[config.mk]
export PLATFORM = sky130hd
export DESIGN_NAME = draw_arbiter_flat
export DESIGN_NICKNAME = d
export VERILOG_FILES = /design/src/rtl/draw_arb_pkg.sv /design/src/rtl/draw_arb_if.sv /design/src/rtl/draw_arb_pick.sv /design/src/rtl/draw_arbiter.sv /design/src/flat_wrapper.sv
export SDC_FILE = /design/constraint.sdc
export NUM_CORES = 1
export LEC_CHECK = 0
export ABC_AREA = 1
export ABC_CLOCK_PERIOD_IN_PS = 4600
export CAP_MARGIN = 15
export CORE_AREA = 2 2 83 85
export CTS_CLUSTER_DIAMETER = 50
export DETAILED_ROUTE_END_ITERATION = 8
export DIE_AREA = 0 0 85 87
export GPL_TIMING_DRIVEN = 1
export PLACE_DENSITY_LB_ADDON = 0.1
export SLEW_MARGIN = 15
export SYNTH_ARGS = -nofsm -noshare
export SYNTH_HDL_FRONTEND = slang
export SYNTH_SLANG_ARGS = --single-unit
[constraint.sdc]
create_clock -name clock -period 4.6 [get_ports clock]
set_clock_uncertainty 0.05 [all_clocks]
set_input_delay 0.46 -clock clock [delete_from_list [all_inputs] [get_ports clock]]
set_output_delay 0.46 -clock clock [all_outputs]
set_load 0.005 [all_outputs]
[src/rtl/draw_arb_pkg.sv]
// Shared constants for the draw arbiter: requester indices, FSM state
// encoding and watchdog counter geometry.
// Optional feature macro used by the arbiter: DRAW_ARB_RR_EN (round-robin pick).
package draw_arb_pkg;

    localparam int unsigned NREQ_DEF = 6;
    localparam int unsigned CW_DEF   = 5;
    localparam int unsigned CMD_W    = 3;   // plot_cmd width; supports up to 8 requesters
    localparam int unsigned TMO_W    = 20;  // watchdog counter width

    localparam logic [TMO_W-1:0] TMO_MAX = '1;

    // Requester indices; index doubles as the plotter opcode.
    localparam int unsigned REQ_CLEAR   = 0;
    localparam int unsigned REQ_MAZE    = 1;
    localparam int unsigned REQ_ERASE   = 2;
    localparam int unsigned REQ_BOX     = 3;
    localparam int unsigned REQ_SPECIAL = 4;
    localparam int unsigned REQ_START   = 5;

    typedef enum logic [1:0] {
        S_IDLE    = 2'd0,
        S_ISSUE   = 2'd1,
        S_WAIT    = 2'd2,
        S_RELEASE = 2'd3
    } state_t;

    // Saturating watchdog increment; the count must never wrap to zero.
    function automatic logic [TMO_W-1:0] wd_step(input logic [TMO_W-1:0] c);
        return (c == TMO_MAX) ? c : c + 1'b1;
    endfunction

endpackage

[src/rtl/draw_arb_if.sv]
// Draw arbiter bus: requester side (req, req_x, req_y) and plotter side
// (plot_start, plot_cmd, plot_x, plot_y, plot_done) plus owner status
// (grant, done, timeout, busy).
//   master : game logic / plotter environment driving requests and plot_done
//   slave  : the arbiter
interface draw_arb_if #(
    parameter int unsigned NREQ = draw_arb_pkg::NREQ_DEF,
    parameter int unsigned CW   = draw_arb_pkg::CW_DEF
);
    logic [NREQ-1:0]                 req;
    logic [NREQ*CW-1:0]              req_x;
    logic [NREQ*CW-1:0]              req_y;
    logic                            plot_done;
    logic                            plot_start;
    logic [draw_arb_pkg::CMD_W-1:0]  plot_cmd;
    logic [CW-1:0]                   plot_x;
    logic [CW-1:0]                   plot_y;
    logic [NREQ-1:0]                 grant;
    logic [NREQ-1:0]                 done;
    logic                            timeout;
    logic                            busy;

    modport master (
        output req, req_x, req_y, plot_done,
        input  plot_start, plot_cmd, plot_x, plot_y, grant, done, timeout, busy
    );

    modport slave (
        input  req, req_x, req_y, plot_done,
        output plot_start, plot_cmd, plot_x, plot_y, grant, done, timeout, busy
    );
endinterface

[src/rtl/draw_arb_pick.sv]
// Combinational winner select for the draw arbiter.
// Ports:
//   i_req    : level requests
//   i_mask   : requests to ignore (owner that has not yet dropped its request)
//   i_ptr    : last granted index (round-robin start point)
//   o_onehot : one-hot winner, zero when nothing eligible
//   o_idx    : winner index
// DRAW_ARB_RR_EN defined: search starts at i_ptr+1 and wraps.
// DRAW_ARB_RR_EN undefined: lowest eligible index wins, i_ptr is ignored.
module draw_arb_pick
    import draw_arb_pkg::*;
#(
    parameter int unsigned NREQ = NREQ_DEF
) (
    input  logic [NREQ-1:0]  i_req,
    input  logic [NREQ-1:0]  i_mask,
    input  logic [CMD_W-1:0] i_ptr,
    output logic [NREQ-1:0]  o_onehot,
    output logic [CMD_W-1:0] o_idx
);

    logic [NREQ-1:0] w_req;
    logic            w_found;

    assign w_req = i_req & ~i_mask;

`ifdef DRAW_ARB_RR_EN
    // Two passes: indices above the pointer first, then wrap to the rest.
    always_comb begin
        o_onehot = '0;
        o_idx    = '0;
        w_found  = 1'b0;
        for (int i = 0; i < int'(NREQ); i++) begin
            if (!w_found && w_req[i] && (i > int'(i_ptr))) begin
                w_found     = 1'b1;
                o_onehot[i] = 1'b1;
                o_idx       = CMD_W'(i);
            end
        end
        for (int i = 0; i < int'(NREQ); i++) begin
            if (!w_found && w_req[i] && (i <= int'(i_ptr))) begin
                w_found     = 1'b1;
                o_onehot[i] = 1'b1;
                o_idx       = CMD_W'(i);
            end
        end
    end
`else
    logic w_unused_ptr;
    assign w_unused_ptr = ^i_ptr;

    // Fixed priority: lowest index wins.
    always_comb begin
        o_onehot = '0;
        o_idx    = '0;
        w_found  = 1'b0;
        for (int i = 0; i < int'(NREQ); i++) begin
            if (!w_found && w_req[i]) begin
                w_found     = 1'b1;
                o_onehot[i] = 1'b1;
                o_idx       = CMD_W'(i);
            end
        end
    end
`endif

endmodule

[src/rtl/draw_arbiter.sv]
// Shares the single VGA cell plotter between the game-logic draw requesters.
// One request is latched at a time, one plotter command is issued, the
// arbiter waits for plot_done (or the watchdog) and pulses done[owner].
// Ports:
//   clock : system clock, rising edge
//   reset : synchronous, active-high
//   bus   : draw_arb_if.slave (requests, plotter command/completion, status)
// Parameters: NREQ requesters, CW coordinate width, TIMEOUT watchdog limit
// (0 disables the watchdog).
// Optional feature macro: DRAW_ARB_RR_EN selects round-robin arbitration.
module draw_arbiter
    import draw_arb_pkg::*;
#(
    parameter int unsigned NREQ    = NREQ_DEF,
    parameter int unsigned CW      = CW_DEF,
    parameter int unsigned TIMEOUT = 1048575
) (
    input logic       clock,
    input logic       reset,
    draw_arb_if.slave bus
);

    localparam logic [TMO_W-1:0] TMO_CNT = TMO_W'(TIMEOUT);
    localparam bit               WD_EN   = (TIMEOUT != 0);

    state_t            r_state;
    logic [NREQ-1:0]   r_grant;
    logic [CMD_W-1:0]  r_cmd;
    logic [CW-1:0]     r_x;
    logic [CW-1:0]     r_y;
    logic              r_start;
    logic [NREQ-1:0]   r_done;
    logic              r_tmo;
    logic              r_busy;
    logic [TMO_W-1:0]  r_cnt;
    logic [NREQ-1:0]   r_mask;

    state_t            w_state_nxt;
    logic [NREQ-1:0]   w_grant_nxt;
    logic [CMD_W-1:0]  w_cmd_nxt;
    logic [CW-1:0]     w_x_nxt;
    logic [CW-1:0]     w_y_nxt;
    logic              w_start_nxt;
    logic [NREQ-1:0]   w_done_nxt;
    logic              w_tmo_nxt;
    logic              w_busy_nxt;
    logic [TMO_W-1:0]  w_cnt_nxt;
    logic [NREQ-1:0]   w_mask_nxt;
    logic [NREQ-1:0]   w_rel_mask;

    logic [NREQ-1:0]   w_pick_oh;
    logic [CMD_W-1:0]  w_pick_idx;
    logic [CMD_W-1:0]  w_ptr;

`ifdef DRAW_ARB_RR_EN
    logic [CMD_W-1:0]  r_ptr;
    logic [CMD_W-1:0]  w_ptr_nxt;
    assign w_ptr = r_ptr;
`else
    assign w_ptr = '0;
`endif

    draw_arb_pick #(.NREQ(NREQ)) u_pick (
        .i_req    (bus.req),
        .i_mask   (r_mask),
        .i_ptr    (w_ptr),
        .o_onehot (w_pick_oh),
        .o_idx    (w_pick_idx)
    );

    // State and registered outputs.
    always_ff @(posedge clock) begin
        if (reset) begin
            r_state <= S_IDLE;
            r_grant <= '0;
            r_cmd   <= '0;
            r_x     <= '0;
            r_y     <= '0;
            r_start <= 1'b0;
            r_done  <= '0;
            r_tmo   <= 1'b0;
            r_busy  <= 1'b0;
            r_cnt   <= '0;
            r_mask  <= '0;
`ifdef DRAW_ARB_RR_EN
            r_ptr   <= '0;
`endif
        end else begin
            r_state <= w_state_nxt;
            r_grant <= w_grant_nxt;
            r_cmd   <= w_cmd_nxt;
            r_x     <= w_x_nxt;
            r_y     <= w_y_nxt;
            r_start <= w_start_nxt;
            r_done  <= w_done_nxt;
            r_tmo   <= w_tmo_nxt;
            r_busy  <= w_busy_nxt;
            r_cnt   <= w_cnt_nxt;
            r_mask  <= w_mask_nxt;
`ifdef DRAW_ARB_RR_EN
            r_ptr   <= w_ptr_nxt;
`endif
        end
    end

    // Next state and next output values.
    always_comb begin
        w_state_nxt = r_state;
        w_grant_nxt = r_grant;
        w_cmd_nxt   = r_cmd;
        w_x_nxt     = r_x;
        w_y_nxt     = r_y;
        w_start_nxt = 1'b0;
        w_done_nxt  = '0;
        w_tmo_nxt   = 1'b0;
        w_cnt_nxt   = '0;
        w_rel_mask  = '0;
`ifdef DRAW_ARB_RR_EN
        w_ptr_nxt   = r_ptr;
`endif

        case (r_state)
            S_IDLE: begin
                if (|w_pick_oh) begin
                    w_grant_nxt = w_pick_oh;
                    w_cmd_nxt   = w_pick_idx;
                    // Coordinates are captured only here; later changes are ignored.
                    for (int i = 0; i < int'(NREQ); i++) begin
                        if (w_pick_oh[i]) begin
                            w_x_nxt = bus.req_x[i*CW +: CW];
                            w_y_nxt = bus.req_y[i*CW +: CW];
                        end
                    end
`ifdef DRAW_ARB_RR_EN
                    w_ptr_nxt   = w_pick_idx;
`endif
                    w_state_nxt = S_ISSUE;
                end
            end

            S_ISSUE: begin
                w_start_nxt = 1'b1;
                w_cnt_nxt   = TMO_W'(1);
                w_state_nxt = S_WAIT;
            end

            S_WAIT: begin
                // plot_done has priority over a coincident watchdog expiry.
                if (bus.plot_done) begin
                    w_done_nxt  = r_grant;
                    w_rel_mask  = r_grant;
                    w_grant_nxt = '0;
                    w_state_nxt = S_RELEASE;
                end else if (WD_EN && (r_cnt == TMO_CNT)) begin
                    w_done_nxt  = r_grant;
                    w_tmo_nxt   = 1'b1;
                    w_rel_mask  = r_grant;
                    w_grant_nxt = '0;
                    w_state_nxt = S_RELEASE;
                end else begin
                    w_cnt_nxt   = wd_step(r_cnt);
                end
            end

            S_RELEASE: begin
                w_state_nxt = S_IDLE;
            end

            default: begin
                w_state_nxt = S_IDLE;
            end
        endcase

        // Released owner stays masked until it drops its request.
        w_mask_nxt = (r_mask & bus.req) | w_rel_mask;
        w_busy_nxt = (w_state_nxt != S_IDLE);
    end

    assign bus.plot_start = r_start;
    assign bus.plot_cmd   = r_cmd;
    assign bus.plot_x     = r_x;
    assign bus.plot_y     = r_y;
    assign bus.grant      = r_grant;
    assign bus.done       = r_done;
    assign bus.timeout    = r_tmo;
    assign bus.busy       = r_busy;

endmodule

[src/flat_wrapper.sv]
// flat-port wrapper written by rule: the top's interface ports become plain ports
module draw_arbiter_flat import draw_arb_pkg::*;
#(
    parameter int unsigned NREQ    = NREQ_DEF,
    parameter int unsigned CW      = CW_DEF,
    parameter int unsigned TIMEOUT = 1048575
)
  (clock, reset, bus_req, bus_req_x, bus_req_y, bus_plot_done, bus_plot_start, bus_plot_cmd, bus_plot_x, bus_plot_y, bus_grant, bus_done, bus_timeout, bus_busy);
  draw_arb_if #(.NREQ(NREQ), .CW(CW)) bus_i ();
  input logic clock;
  input logic reset;
  input wire logic [$bits(bus_i.req)-1:0] bus_req;
  input wire logic [$bits(bus_i.req_x)-1:0] bus_req_x;
  input wire logic [$bits(bus_i.req_y)-1:0] bus_req_y;
  input wire logic [$bits(bus_i.plot_done)-1:0] bus_plot_done;
  output wire logic [$bits(bus_i.plot_start)-1:0] bus_plot_start;
  output wire logic [$bits(bus_i.plot_cmd)-1:0] bus_plot_cmd;
  output wire logic [$bits(bus_i.plot_x)-1:0] bus_plot_x;
  output wire logic [$bits(bus_i.plot_y)-1:0] bus_plot_y;
  output wire logic [$bits(bus_i.grant)-1:0] bus_grant;
  output wire logic [$bits(bus_i.done)-1:0] bus_done;
  output wire logic [$bits(bus_i.timeout)-1:0] bus_timeout;
  output wire logic [$bits(bus_i.busy)-1:0] bus_busy;
  assign bus_i.req = bus_req;
  assign bus_i.req_x = bus_req_x;
  assign bus_i.req_y = bus_req_y;
  assign bus_i.plot_done = bus_plot_done;
  assign bus_plot_start = bus_i.plot_start;
  assign bus_plot_cmd = bus_i.plot_cmd;
  assign bus_plot_x = bus_i.plot_x;
  assign bus_plot_y = bus_i.plot_y;
  assign bus_grant = bus_i.grant;
  assign bus_done = bus_i.done;
  assign bus_timeout = bus_i.timeout;
  assign bus_busy = bus_i.busy;
  draw_arbiter #(.NREQ(NREQ), .CW(CW), .TIMEOUT(TIMEOUT)) u_core (.clock(clock), .reset(reset), .bus(bus_i));
endmodule
==> qor.csv, run 1 <==
metric,value,unit
Netlist Area Pre-Place,3206,um2
main combinational cell family by area after synthesis,simple AND/OR/NAND/NOR gates,
ratio of cells with drive above 1 in the final layout,0.07180,
Main synth FF type,dfxtp_1,
crit path kind,input pin to flop,
max-slew violations,0,
Startpoint Class,input pin,
cell mode on critical path,nand2_1,
Worst-Skew Late Latency,0.31,ns
status,"complete, no violations",
Nets,644,
Setup Buffers After CTS,0,
final setup fails,0,
leakage,0.001995,uW
#FFs+latches synth,56,
port buffer count,96,
global-route wire length before repair,13.23,mm
# resized after CTS,0,
Post-Synth Simple-Gate Area,0.3915,
clock buffer count from CTS,5,
htree depth,2,
DRT Wirelength,8.016,mm
post-synth cell types,34,
worst vdd ir,0.0001328,V
max incr delay on CP,0.42,ns
global route total overflow,0,
Max Freq,395.0,MHz
Via density,4.969,
Post-Syn Area per Cell,6.637,um2
Hold Path Class,flop to flop,
Mapped Cells,483,
CTS tree,yes,
max_cap viols,0,
cell row count,30,
CP Max Fanout,23,
"EDFF count, synth",0,
fill cell count,619,
HPWL Detailed,6.345,mm
Final Wtd Congestion,0.8835,
area occupied by multi-input gates,1625,um2
vias,3235,
hold buffer count at CTS,0,
Residual DRC,0,
worst-margin pin slew,0.7382,ns
Die Span X,85,um
post-synthesis mux area share,0,
top-area cell type share of the netlist area,0.3497,
initial DRC count,138,
die area,7395,um2
ANT nets after route,0,
Slew headroom,0.5060,
Chip Height,87,um
Antenna diodes,0,
I/O Pins,97,
"Seq/Total Area, Yosys",0.3497,
final worst path period share,0.5503,
slowest CP cell,clkdlybuf4s50_1,
Clock Pin Slew Worst Setup and Hold Paths,0.09,ns
initial core utilization,0.4880,
Reg area,1121,um2
compound-gate portion of the synthesized area,0.06323,
Core ar.,6569,um2
area delta synth->final,32.55,%
Post-DP Area,4160,um2
Tmin final,2.531,ns
initial antenna violation count,0,
CTS Buffer Depth,2,
pin count of the biggest net entering global routing,24,
asr flop ratio synth,0,
Sink Count,56,
final instance area,4249,um2
cell chain of the critical path,clkdlybuf4s50_1 -> nand2_1 -> nand2_1 -> nor2_2 -> buf_4 -> nand4_1 -> nand2_2 -> nand2_1 -> nand2_1 -> nand2_1 -> a21oi_1,
DR pass1 iterations,4,
PwrDens,273.4,nW/um2
nature of the critical path endpoint,flop,
leading area contributor after synthesis,dfxtp_1,
final hold viol count,0,
XOR/XNOR Fraction of Synth Area,0.03279,
Worst EP required,4.79,ns
dominant cells by area after synthesis,"dfxtp_1 (35%), nand2_1 (14%), inv_1 (10%)",
Setup TNS Final,0,ns
Root Buffer,clkbuf_8,
Synth Net Count,557,
drt wl/cell,12.31,um
synth warn,0,
RSZ-0062 raised after global routing,no,
adder-cell share of the synthesized area,0.01952,
Worst EP arrival,2.72,ns
vias in the first global route,3003,
"Core Util, Final",0.6469,
Overall Global Routing Usage,0.2180,
## synth_stat cells (5+ instances only)
cell type,instances
a21oi_1,15
a21oi_2,8
buf_2,7
buf_6,6
dfxtp_1,56
ha_1,5
inv_1,87
nand2_1,121
nand2_2,5
nand3_1,57
nand4_1,14
nor2_1,46
nor2_2,5
nor3_1,8
o21ai_0,6
xor2_1,8
## per-stage QoR
| step | total power [uW] | setup slack [ns] | hold WS (ns) | std cells |
|---|---|---|---|---|
| 6_report | 1162 | 2.069 | 0.4302 | 651 |
| 5_1_grt | 1233 | 1.843 | 0.4511 | 651 |
| 4_1_cts | 1169 | 2.084 | 0.4301 | 651 |
| 3_5_place_dp | 899.5 | 1.768 | 0.4116 | 643 |
| 3_3_place_gp | 892.6 | 1.872 | 0.4051 | 643 |
| 2_1_floorplan | 737.9 | 3.035 | 0.3968 | 483 |
## kinds of logic after synthesis
group           after synthesis
fa+ha+maj                     5
compound gates               33
flops                        56
buf+inv                     107
xor+xnor                     12
simple gates                270
## path summary, 6_finish.rpt
| path | start | to | cells past startpoint | slack, ns |
|---|---|---|---|---|
| max | bus_req[0] | u_core.bus.grant[1] | 11 | 2.07 |
| min | u_core.r_mask[4] | u_core.r_mask[4] | 2 | 0.43 |
| max reg2reg | u_core.r_mask[0] | u_core.bus.grant[1] | 11 | 2.28 |
| min reg2reg | u_core.r_mask[4] | u_core.r_mask[4] | 2 | 0.43 |
## critical path: cells and delay by family
kind | cells | cell delay, ns
AND/OR/NAND/NOR | 8 | 1.45
buffers and inverters | 2 | 0.67
AO/OA/AOI/OAI | 1 | 0.14
## cells in the final DEF (no fill, tap or decap), types with 14 or more instances in the layout
master and n:
nor2_1 46, a21oi_1 15, nand4_1 14, nand3_1 57, nand2_1 121, dfxtp_1 56, inv_1 87, clkdlybuf4s50_1 96
## state kept, by name, indices dropped and copies added, names as in the netlist
| signal | flops |
|---|---|
| u_core.r_cnt | 20 |
| u_core.bus.done | 6 |
| u_core.bus.grant | 6 |
| u_core.r_mask | 6 |
| u_core.bus.plot_x | 5 |
| u_core.bus.plot_y | 5 |
| u_core.bus.plot_cmd | 3 |
| u_core.r_state | 2 |
| u_core.bus.busy | 1 |
| u_core.bus.plot_start | 1 |
| u_core.bus.timeout | 1 |
## per-layer routing
layer	up-vias	part of all wire	GRT usage
li1	1673	-	-
met2	114	0.50	0.4027
met4	0	0.017	0.06061
met5	-	0	0
met3	16	0.054	0.03791
met1	1432	0.43	0.2589
## final cells by class
cell class | instances | share of cell area
Multi-Input combinational cell | 320 | 0.3825
Sequential cell | 56 | 0.2638
Timing Repair Buffer | 99 | 0.2314
Inverter | 88 | 0.07774
Tap cell | 80 | 0.02356
Clock buffer | 6 | 0.01708
Clock inverter | 2 | 0.003828
## power breakdown
group | switching [uW] | internal, uW | leakage, uW
clock | 163 | 109 | 0.0000414
combinational | 178 | 167 | 0.00150
sequential | 22.8 | 522 | 0.000455
(Power assumes the default switching activity.)
==> inputs of run 2 (changes only) <==
--- a/config.mk
+++ b/config.mk
@@ -6,12 +6,12 @@
 export NUM_CORES = 1
 export LEC_CHECK = 0
 export ABC_AREA = 1
-export ABC_CLOCK_PERIOD_IN_PS = 4600
+export ABC_CLOCK_PERIOD_IN_PS = 2500
 export CAP_MARGIN = 15
-export CORE_AREA = 2 2 83 85
+export CORE_AREA = 2 2 86 88
 export CTS_CLUSTER_DIAMETER = 50
 export DETAILED_ROUTE_END_ITERATION = 8
-export DIE_AREA = 0 0 85 87
+export DIE_AREA = 0 0 88 90
 export GPL_TIMING_DRIVEN = 1
 export PLACE_DENSITY_LB_ADDON = 0.1
 export SLEW_MARGIN = 15
==> constraint.sdc (replaced) <==
create_clock -name clock -period 2.5 [get_ports clock]
set_clock_uncertainty 0.05 [all_clocks]
set_input_delay 0.25 -clock clock [delete_from_list [all_inputs] [get_ports clock]]
set_output_delay 0.25 -clock clock [all_outputs]
set_load 0.005 [all_outputs]
==> qor.csv, run 2 (synthesis gave the netlist of run 1 again) <==
metric,value,unit,change
Overall Global Routing Usage,0.2138,,-0.004185
area occupied by multi-input gates,1625,um2,unchanged
cell row count,31,,+3.3%
most frequent cells in the layout,"nand2_1 (121), clkdlybuf4s50_1 (96), inv_1 (87)",,
max reg flops,20,,unchanged
worst vdd ir,0.0002844,V,+110%
CTS Buffer Depth,2,,unchanged
vias,3156,,-2.4%
Via density,4.676,,-5.9%
HPWL Detailed,6.559,mm,+3.4%
cell mode on critical path,nand2_1,,
max incr delay on CP,0.50,ns,+0.08 ns
I/O Pins,97,,unchanged
global-route wire length before repair,13.60,mm,+2.8%
fin cells,675,,+3.7%
Top delay family on crit path,simple AND/OR/NAND/NOR gates,,
largest reg by FF count,u_core.r_cnt,,
pin count of the biggest net entering global routing,21,,-13%
final hold viol count,0,,unchanged
initial antenna violation count,0,,unchanged
htree depth,2,,unchanged
Post-DP Area,4222,um2,+1.5%
hold buffer count at CTS,0,,unchanged
die area,7920,um2,+7.1%
Tmin final,1.902,ns,
Root Buffer,clkbuf_8,,
CTS tree,yes,,
Hold Path Class,flop to flop,,
number of cells on the critical path,11,,unchanged
initial core utilization,0.4566,,-0.03140
CP Max Fanout,12,,-48%
Residual DRC,0,,unchanged
Chip Height,90,um,+3.4%
DR pass1 iterations,4,,unchanged
final setup fails,0,,unchanged
fill cell count,678,,+9.5%
cell chain of the critical path,clkdlybuf4s50_1 -> inv_1 -> nor2_1 -> buf_4 -> nand3_1 -> nand2_1 -> inv_1 -> nand2_1 -> nand2_1 -> nand2_1 -> a21oi_2,,
Reg area,1121,um2,unchanged
crit path kind,input pin to flop,,
status,"complete, no violations",,
port buffer count,96,,unchanged
Nets,649,,+0.78%
Hold Crit Depth,2,,unchanged
# resized after CTS,0,,unchanged
"setup slack, reg-to-reg",0.61,ns,-1.67 ns
ANT nets after route,0,,unchanged
RSZ-0062 raised after global routing,no,,
Antenna diodes,0,,unchanged
worst path bufs/invs,4,,+2
max-slew violations,0,,unchanged
hold wc startpoint,u_core.r_mask[0],,
Reg2Reg Depth,6,,-5
Worst EP arrival,2.04,ns,-0.68 ns
Setup TNS Final,0,ns,unchanged
placed insts,667,,+3.7%
"most common cell after layout, fill and taps aside",nand2_1,,
PwrDens,501.8,nW/um2,+84%
RR Endpoint,u_core.r_cnt[3],,
area delta synth->final,34.62,%,
Worst-Skew Late Latency,0.31,ns,about the same
Sink Count,56,,unchanged
nature of the critical path endpoint,flop,,
Slew headroom,0.6521,,+0.1461
initial DRC count,107,,-22%
Hold Path End,u_core.r_mask[0],,
clock buffer count from CTS,5,,unchanged
drt wl/cell,12.13,um,-1.5%
ratio of cells with drive above 1 in the final layout,0.07986,,+0.008057
Die Span X,88,um,+3.5%
final worst path period share,0.7608,,
Startpoint Class,input pin,,
slowest CP cell,clkdlybuf4s50_1,,
vias in the first global route,3021,,+0.60%
r2r startpoint,u_core.r_cnt[0],,
global route total overflow,0,,unchanged
Max Freq,525.8,MHz,
Worst EP required,2.64,ns,-2.15 ns
Clock Pin Slew Worst Setup and Hold Paths,0.10,ns,about the same
leakage,0.002022,uW,+1.3%
Setup Buffers After CTS,0,,unchanged
worst-margin pin slew,0.5206,ns,-0.2177 ns
DRT Wirelength,8.189,mm,+2.2%
final instance area,4315,um2,+1.6%
Final Wtd Congestion,0.9087,,+2.9%
max_cap viols,0,,unchanged
Core ar.,7020,um2,+6.9%
## run 2: stage by stage
step           setup WS [ns]  power (uW)  hold WS [ns]  utilization
2_1_floorplan         0.9600        1358        0.3393            -
3_3_place_gp          0.3766        1667        0.4071       0.6013
6_report              0.5980        2165        0.4310       0.6147
5_1_grt               0.3872        2297        0.4475       0.6147
3_5_place_dp          0.3124        1669        0.4096       0.6013
4_1_cts               0.5695        2184        0.4291       0.6147
## run 2: cell type report
| class | count | share of cell area |
|---|---|---|
| Sequential cell | 56 | 0.2598 |
| Inverter | 88 | 0.07654 |
| Clock buffer | 7 | 0.02001 |
| Tap cell | 99 | 0.02870 |
| Multi-Input combinational cell | 320 | 0.3766 |
| Timing Repair Buffer | 104 | 0.2366 |
| Clock inverter | 1 | 0.001740 |
## run 2: how the worst max path moves through the flow
stage | startpoint | slack, ns | end
final | bus_req[4] | 0.60 | u_core.bus.plot_x[3]
after global routing | u_core.r_cnt[0] | 0.39 | u_core.r_cnt[3]
after CTS | u_core.r_cnt[0] | 0.57 | u_core.r_cnt[3]
after detailed placement | bus_req[4] | 0.31 | u_core.bus.plot_x[3]
after global placement | bus_req[4] | 0.38 | u_core.bus.plot_x[4]
after floorplan | u_core.r_cnt[0] | 0.96 | u_core.r_cnt[13]
## run 2: metal layers
layer,routed length (um),part of all wire,vias up,GRT usage
met5,0,0,-,0
met4,199,0.024,0,0.07308
met3,288,0.035,15,0.03122
met2,4082,0.50,79,0.3617
met1,3619,0.44,1377,0.2733
li1,-,-,1685,-
## run 2: power by group
part / leakage [uW] / switching, uW / internal [uW] / total (uW)
logic: 0.00152 / 333 / 318 / 651
registers: 0.000455 / 44.8 / 961 / 1010
clock network: 0.0000445 / 283 / 226 / 509
## run 2: worst min-delay path, delay by kind of cell, from the launching register on
| family | cells | cell delay (ns) |
|---|---|---|
| flops | 1 | 0.33 |
| simple gates | 2 | 0.12 |
==> RTL edit: new RTL, flow settings as in run 2 <==
`NREQ_DEF`: 6 -> 7.
--- a/src/rtl/draw_arb_pkg.sv
+++ b/src/rtl/draw_arb_pkg.sv
@@ -5,3 +5,3 @@
 
-    localparam int unsigned NREQ_DEF = 6;
+    localparam int unsigned NREQ_DEF = 7;
     localparam int unsigned CW_DEF   = 5;
Interface: changed (5 resized); port bits go from 97 to 110. No check against the original RTL was run, so the function may have changed too.
==> RTL edit against run 2 <==
  * Clock power is 92% higher
  * Highest routed layer unchanged
  * Sequential share of layout area decreased by 1.3 points
  * Wire length rose by 14%
  * Sequential cell count is 3 higher
  * Count of clock-buffer cells in the layout rose by 4
  * Critical endpoint is now u_core.r_cnt[4]$_SDFF_PP0_
  * Total power rose by 29%
  * Cell area rose by 11%
  * Sequential power is 6% higher
  * Worst setup slack worse by 180 ps
  * Largest power group unchanged
  * Synthesized area increased by 5.0%
==> RTL edit: results (changes against run 2) <==
* Status: finished clean (unchanged)
* All-Layer GR Usage at 0.250 (was 0.214)
* First-pass GRT wire length at 15800 um (was 13600 um)
* GR met3 Demand/Resource at 0.0542 (was 0.0312)
* Ratio of cells with drive above 1 in the final layout at 0.0889 (was 0.0799)
* Crit path DAT at 2240 ps (was 2040 ps)
* Comb. pwr at 0.000748 W (was 0.000651 W)
* Worst hold slack at 419 ps (was 431 ps)
* Utilization after layout at 0.682 (was 0.615)
* Met1 Use GR at 0.327 (was 0.273)
* Drt wl/cell at 12.6 um (was 12.1 um)
* Post-Synth Adder-Cell Area at 0.0186 (was 0.0195)
* Synth Area in Compound Gates at 0.0591 (was 0.0632)
* DR iter-0 viols at 167 (was 107)
* Crit Path Max Fanout at 15 (was 12)
* FF-to-FF End: u_core.r_cnt[4]$_SDFF_PP0_ (was u_core.r_cnt[3]$_SDFF_PP0_)
* Met2 usage at 0.396 (was 0.362)
* Worst Slack Setup Final at 422 ps (was 598 ps)
* Skew-Pair Late Insertion Delay at 330 ps (was 310 ps)
* Combinational power share at 0.268 (was 0.301)
* Reg2reg setup slack at 420 ps (was 610 ps)
* Placement Setup Slack at 120 ps (was 312 ps)
* Worst-path cell with the longest stage delay: dfxtp_1 (was clkdlybuf4s50_1)
* HPWL Detailed at 7180 um (was 6560 um)
* Sequential area share after synthesis at 0.351 (was 0.350)
* Final Wtd Congestion at 0.892 (was 0.909)
* Vias at 3601 (was 3156)
* Nets@finish at 722 (was 649)
* Netlist cell types at 32 (was 34)
* Synth top area cells: dfxtp_1 (35%), nand2_1 (15%), nand3_1 (11%), inv_1 (8.7%), nor2_1 (7.4%) (was dfxtp_1 (35%), nand2_1 (14%), inv_1 (10%), nand3_1 (8.9%), nor2_1 (5.4%))
* Via density at 4.87 (was 4.68)
* Clock Pin Slew Worst Setup and Hold Paths at 70 ps (was 100 ps)
* Peak supply drop at 0.526 mV (was 0.284 mV)
* Met3 WL post-DR at 635 um (was 288 um)
* Vias in the first global route at 3539 (was 3021)
* Post-synthesis xor/xnor area fraction at 0.0286 (was 0.0328)
* Largest net degree at the start of global routing at 23 (was 21)
* Syn_area_per_cell at 6.44 um2 (was 6.64 um2)
* Fill count at 623 (was 678)
* WHS Endpoint: u_core.bus.plot_x[0]$_SDFFE_PP0P_ (was u_core.r_mask[0]$_SDFF_PP0_)
* Hold path start: u_core.bus.plot_x[0]$_SDFFE_PP0P_ (was u_core.r_mask[0]$_SDFF_PP0_)
* Register-to-Register Path Depth at 10 (was 6)
* Largest stage delay on the critical path at 360 ps (was 500 ps)
* Detailed-routing iteration count for the pre-antenna-repair pass at 5 (was 4)
[RTL edit: changes by cell type after synthesis, moves of 3 or more]
| cell | run 2 | this run |
|---|---|---|
| nor2_1 | 46 | 66 |
| nand3_1 | 57 | 75 |
| nand2_1 | 121 | 135 |
| nand4_1 | 14 | 2 |
| inv_1 | 87 | 78 |
| a21oi_2 | 8 | 0 |
| a21oi_1 | 15 | 22 |
| buf_6 | 6 | 1 |
| or2_2 | 1 | 6 |
| buf_4 | 1 | 5 |
| o21ai_2 | 0 | 4 |
| dfxtp_1 | 56 | 59 |
[RTL edit: layout make-up]
| cell class | instances | share of cell area |
|---|---|---|
| Sequential cell | 59 | 0.247 |
| Clock buffer | 11 | 0.0316 |
| Timing Repair Buffer | 119 | 0.244 |
| Inverter | 79 | 0.0619 |
| Clock inverter | 4 | 0.0154 |
| Multi-Input combinational cell | 369 | 0.375 |
| Tap cell | 99 | 0.0259 |
